`config.mk`:
```
export PLATFORM = sky130hd
export DESIGN_NAME = operand_dispatch
export DESIGN_NICKNAME = d
export VERILOG_FILES = /design/src/rtl/dispatch_pkg.sv /design/src/rtl/sat_counter.sv /design/src/rtl/operand_dispatch.sv
export SDC_FILE = /design/constraint.sdc
export NUM_CORES = 1
export LEC_CHECK = 0
export BUFFER_PORTS_ARGS = -buffer_cell sky130_fd_sc_hd__clkbuf_2
export CORE_MARGIN = 2
export CORE_UTILIZATION = 46
export DETAILED_ROUTE_END_ITERATION = 16
export MAX_ROUTING_LAYER = met4
export PLACE_DENSITY = 0.73
export SYNTH_ARGS = -nofsm -noshare
export SYNTH_HDL_FRONTEND = slang
export SYNTH_HIERARCHICAL = 1
export SYNTH_SLANG_ARGS = --single-unit
```
`constraint.sdc`:
```
create_clock -name clk -period 2.2 [get_ports clk]
set_input_delay 0.11 -clock clk [delete_from_list [all_inputs] [get_ports clk]]
set_output_delay 0.11 -clock clk [all_outputs]
set_load 0.02 [all_outputs]
```
`src/rtl/dispatch_pkg.sv`:
```
// Shared constants and types for the operand dispatch stage.
package dispatch_pkg;

  localparam int N_DEF      = 16;
  localparam int OPW_DEF    = 4;
  localparam int NUM_FU_DEF = 2;

  typedef logic [$clog2(NUM_FU_DEF)-1:0] fu_idx_t;

  typedef enum logic [0:0] {
    FU_ALU   = 1'b0,
    FU_SHIFT = 1'b1
  } fu_e;

  // op_codes 0..4 target the ALU, 5..9 the shifter
  localparam logic [OPW_DEF-1:0] OPC_0 = 4'b0000;
  localparam logic [OPW_DEF-1:0] OPC_1 = 4'b0001;
  localparam logic [OPW_DEF-1:0] OPC_2 = 4'b0010;
  localparam logic [OPW_DEF-1:0] OPC_3 = 4'b0011;
  localparam logic [OPW_DEF-1:0] OPC_4 = 4'b0100;
  localparam logic [OPW_DEF-1:0] OPC_5 = 4'b0101;
  localparam logic [OPW_DEF-1:0] OPC_6 = 4'b0110;
  localparam logic [OPW_DEF-1:0] OPC_7 = 4'b0111;
  localparam logic [OPW_DEF-1:0] OPC_8 = 4'b1000;
  localparam logic [OPW_DEF-1:0] OPC_9 = 4'b1001;

endpackage

```
`src/rtl/sat_counter.sv`:
```
// Saturating event counter with synchronous clear that wins over increment.
module sat_counter #(
  parameter int CNT_W = 16
) (
  input  logic             clk,
  input  logic             rst_n,
  input  logic             inc,
  input  logic             clr,
  output logic [CNT_W-1:0] cnt
);

  logic [CNT_W-1:0] cnt_q;
  logic [CNT_W-1:0] cnt_d;

  always_comb begin
    cnt_d = cnt_q;
    if (clr)
      cnt_d = '0;
    else if (inc && (cnt_q != {CNT_W{1'b1}}))
      cnt_d = cnt_q + 1'b1;
  end

  always_ff @(posedge clk or negedge rst_n) begin
    if (!rst_n) cnt_q <= '0;
    else        cnt_q <= cnt_d;
  end

  assign cnt = cnt_q;

endmodule

```
`src/rtl/operand_dispatch.sv`:
```
// Registered operand dispatch: decodes the target FU from op_code and holds
// one operand slot presented to that FU through a valid/ready handshake.
module operand_dispatch
  import dispatch_pkg::*;
#(
  parameter int N          = N_DEF,
  parameter int OPW        = OPW_DEF,
  parameter int NUM_FU     = NUM_FU_DEF,
  parameter int OPS_PER_FU = 5,
  parameter int CNT_W      = 16
) (
  input  logic              clk,
  input  logic              rst_n,
  input  logic              in_valid,
  output logic              in_ready,
  input  logic [OPW-1:0]    op_code,
  input  logic [N-1:0]      rs1_in,
  input  logic [N-1:0]      rs2_in,
  output logic [NUM_FU-1:0] fu_valid,
  input  logic [NUM_FU-1:0] fu_ready,
  output logic [OPW-1:0]    fu_op,
  output logic [N-1:0]      inp1,
  output logic [N-1:0]      inp2,
  output logic              illegal_op,
  input  logic              clr_cnt,
  output logic [CNT_W-1:0]  dispatch_cnt,
  output logic [CNT_W-1:0]  illegal_cnt
);

  localparam int SEL_W = (NUM_FU > 1) ? $clog2(NUM_FU) : 1;

  logic             out_valid_q, out_valid_d;
  logic [SEL_W-1:0] sel_q, sel_d;
  logic [OPW-1:0]   fu_op_q, fu_op_d;
  logic [N-1:0]     inp1_q, inp1_d;
  logic [N-1:0]     inp2_q, inp2_d;
  logic             illegal_q, illegal_d;

  logic [OPW-1:0]   idx;
  logic             legal;
  logic             drain;
  logic             accept;

  assign idx      = op_code / OPW'(OPS_PER_FU);
  assign legal    = (32'(idx) < 32'(NUM_FU));
  assign drain    = out_valid_q && fu_ready[sel_q];
  assign in_ready = !out_valid_q || drain;
  assign accept   = in_valid && in_ready;

  always_comb begin
    out_valid_d = out_valid_q;
    sel_d       = sel_q;
    fu_op_d     = fu_op_q;
    inp1_d      = inp1_q;
    inp2_d      = inp2_q;
    illegal_d   = accept && !legal;
    if (accept && legal) begin
      out_valid_d = 1'b1;
      sel_d       = SEL_W'(idx);
      fu_op_d     = op_code;
      inp1_d      = rs1_in;
      inp2_d      = rs2_in;
    end else if (drain) begin
      // Emptied slot reads zero so idle FU buses carry no stale operands
      out_valid_d = 1'b0;
      sel_d       = '0;
      fu_op_d     = '0;
      inp1_d      = '0;
      inp2_d      = '0;
    end
  end

  always_ff @(posedge clk or negedge rst_n) begin
    if (!rst_n) begin
      out_valid_q <= 1'b0;
      sel_q       <= '0;
      fu_op_q     <= '0;
      inp1_q      <= '0;
      inp2_q      <= '0;
      illegal_q   <= 1'b0;
    end else begin
      out_valid_q <= out_valid_d;
      sel_q       <= sel_d;
      fu_op_q     <= fu_op_d;
      inp1_q      <= inp1_d;
      inp2_q      <= inp2_d;
      illegal_q   <= illegal_d;
    end
  end

  always_comb begin
    fu_valid = '0;
    for (int i = 0; i < NUM_FU; i++)
      fu_valid[i] = out_valid_q && (sel_q == SEL_W'(i));
  end

  assign fu_op      = fu_op_q;
  assign inp1       = inp1_q;
  assign inp2       = inp2_q;
  assign illegal_op = illegal_q;

  sat_counter #(.CNT_W(CNT_W)) u_dispatch_cnt (
    .clk   (clk),
    .rst_n (rst_n),
    .inc   (drain),
    .clr   (clr_cnt),
    .cnt   (dispatch_cnt)
  );

  sat_counter #(.CNT_W(CNT_W)) u_illegal_cnt (
    .clk   (clk),
    .rst_n (rst_n),
    .inc   (accept && !legal),
    .clr   (clr_cnt),
    .cnt   (illegal_cnt)
  );

endmodule

```
==> impl_results.md <==
* Outcome: finished, final reports clean
* Final ANT Viol Nets at 0
* Largest net degree at the start of global routing at just over 40
* Tightest Hold Check Type: in -> reg
* Setup_tns at 0 ns
* Area contributors post-synth: dfrtp_1, a22o_1, a21oi_1
* DR iter-0 viols at between 100 and 150
* Post-CTS setup buffer count at 0
* PortBufs at about 110
* # DRC at 0
* Fmax at 484.8 MHz
* Max Cap Violations at 0
* Top layer in use: met4
* Worst slew margin at 46.26%
* Antenna cells at 0
* H-tree depth at 3
* Final Hold Fails at 0
* Initial antenna violation count at 0
* Met3 WL post-DR at 590 microns
* Peak VDD IR at about 0.37 mV
* Crit path launch type: flop
* TritonCTS clock tree: built
* Synth Net Count at 370
* I/O Pins at between 100 and 150
* Worst Max-Slew Pin Slew at approximately 0.81 ns
* Mapped Cells at 325
* EDFF count, synth at 0
* Vias in the first global route at between 3k and 4k
* Final setup fails at 0
* Clk_lat worst skew at 0.35 ns
* Via density at 5.643
* CP max FO at 20
* Slew Viols, Final at 0
* HPWL Detailed at 5793 microns
* Routed wire per std cell at approximately 16 microns
* Final worst slack at approximately 0.14 ns
* Starting Density at between 40 and 50%
* Crit path arrival time at around 2.3 ns
* CTS clk-pin slew, worst paths at roughly 0.080 ns
* Final min period at 2.063 ns
* GR Overflow Total at 0
* Die W at about 92 microns
* Critical path's largest stage delay at roughly 0.66 ns
* Pleak at between 2 and 2.5 nW
* Primary FF master, synth: dfrtp_1
* Die area at ~8500 sq um
* Hold_ws at 0.03061 ns
* Total Power at approximately 0.0038 W
* Crit path required time at 2.46 ns
* Placeable Area at 7607 sq um
* Drt first pass iters at 4
* Placed Area at between 4000 and 5000 sq um
* Sink Count at between 70 and 80
* Post-Route WL at between 9000 and 10000 microns
* Nets at about 520
* Post-route clock skew at 0.01093 ns
* Synth cell types at between 40 and 50
* Met1 wire length at approximately 4300 microns
* First-pass GRT wire length at approximately 15000 microns
* Area share of the largest cell type after synthesis at 49.84%
* Synth warn at 6
* Area leader, netlist: dfrtp_1
* Share of cells above drive strength 1 at between 30% and 40%
* Die height at slightly above 90 microns
* CTS Buf Count at 9
* Num rows at 32
* Clk root buf: clkbuf_8
* Gpl congestion at just under 0.9
* Mapped Area at between 3000 and 4000 sq um
* Yosys reg bits at 71
* Slowest-stage cell, CP: or4_2
* Setup repair after global routing missed its margin: no
* Dpl ws at roughly 0.031 ns
* Most frequent cell after synthesis: dfrtp_1
* Most frequent cells after synthesis: dfrtp_1, a22o_1, a21oi_1
* Register area share after synthesis at between 40% and 50%
* Avg Cell Area, Syn at about 11 sq um
* Fraction of registers with async set/reset at between 90% and 100%
* Period Utilization, post-route at around 94%
* Pwr Density at 796.7 nW/um^2
* Cell Chain, Critical Path: mux2i_4 -> nand2_4 -> nand2_1 -> nor2_1 -> inv_2 -> or4_2 -> a21oi_1
* Clock buffer depth at 2
* Vias after detailed routing at ~3.3k
* Design Area, Final at about 4800 sq um
* WL met2 at between 4000 and 5000 microns
* Crit. End Element: flop
* GRT Util Overall at 22.69%
* Synthesis-to-layout area growth at 34.92%
* Setup Crit Path Kind: reg -> reg
[layout by cell type (no fill, tap or decap), types with 5 or more instances in the layout]
cell type and instances:
dfrtp_1 71, o21ai_0 5, buf_4 17, clkbuf_8 9
a22o_1 30, nand2_1 21, dlygate4sd3_1 31, nand4_1 15
inv_1 6, nor2_1 12, nor4_1 8, o31ai_1 14
o21ai_1 6, a21oi_1 24, nor2b_1 10, or4_1 10
nand3_1 11, clkbuf_2 112, mux2_1 8
[path summary, 6_finish.rpt]
check                            from                     to  slack (ns)  depth (start not counted)
hold reg to reg              fu_op[2]               fu_op[2]        0.50                          1
hold / removal             op_code[0]               fu_op[0]        0.03                          2
setup reg to reg                sel_q   u_illegal_cnt/cnt[3]        0.14                          7
max in group asynchronous       rst_n  u_dispatch_cnt/cnt[3]        1.42                          3
min in group asynchronous       rst_n                inp1[2]        0.36                          3
setup / recovery                sel_q   u_illegal_cnt/cnt[3]        0.14                          7
[critical path: cells and delay by family (launching register included)]
family          cells  cell delay [ns]
flops               1             0.43
buf+inv             1             0.17
compound gates      1             0.17
mux                 1             0.22
simple gates        4             0.98
[logic make-up (layout without fill, tap and decap cells)]
kind of cell	after synthesis	after routing	synth area share [%]
AOI/OAI and AO/OA	92	92	19.27
buffers and inverters	26	184	4.528
and+or+nand+nor	124	124	22.15
adders and majority gates	3	3	1.053
DFF	71	71	49.84
muxes	9	9	3.159
[report_power, final]
part | internal, W | switching, W
sequential | 0.00147 | 0.000122
combinational | 0.000388 | 0.000557
clock | 0.000767 | 0.000526
total | 0.00263 | 0.00120
[metrics by stage]
step                cells  util [%]
finish                585     63.22
global route          585     63.22
CTS                   585     63.22
detailed placement    538     55.87
global placement      538     55.87
floorplan             325         -
[state kept, by name, indices dropped and copies added, names as in the netlist]
signal	flops
inp1	16
fu_op	4
illegal_op	1
sel_q	1
inp2	16
u_illegal_cnt/cnt	16
out_valid_q	1
u_dispatch_cnt/cnt	16
[layout make-up]
type / count / area (sq um)
Tap cell: 102 / 127.6
Clock inverter: 7 / 125.1
Clock buffer: 9 / 123.9
Timing Repair Buffer: 161 / 1003
Multi-Input combinational cell: 228 / 1627
Fill cell: 604 / 2798
Sequential cell: 71 / 1777
Inverter: 7 / 26.28
[timing repair]
action                                  4_1_cts  5_1_grt
endpoints found under the setup margin        1        0
resized for setup                             1        0
hold endpoints to repair                    101        0
hold buffers                                 31        0
[routing by layer]
layer,GRT usage [%],vias to the layer above
li1,-,1558
met1,29.70,1615
met2,35.23,121
met3,5.998,7
met4,6.343,0
met5,-,-
Power figures use the tool's default switching activity.
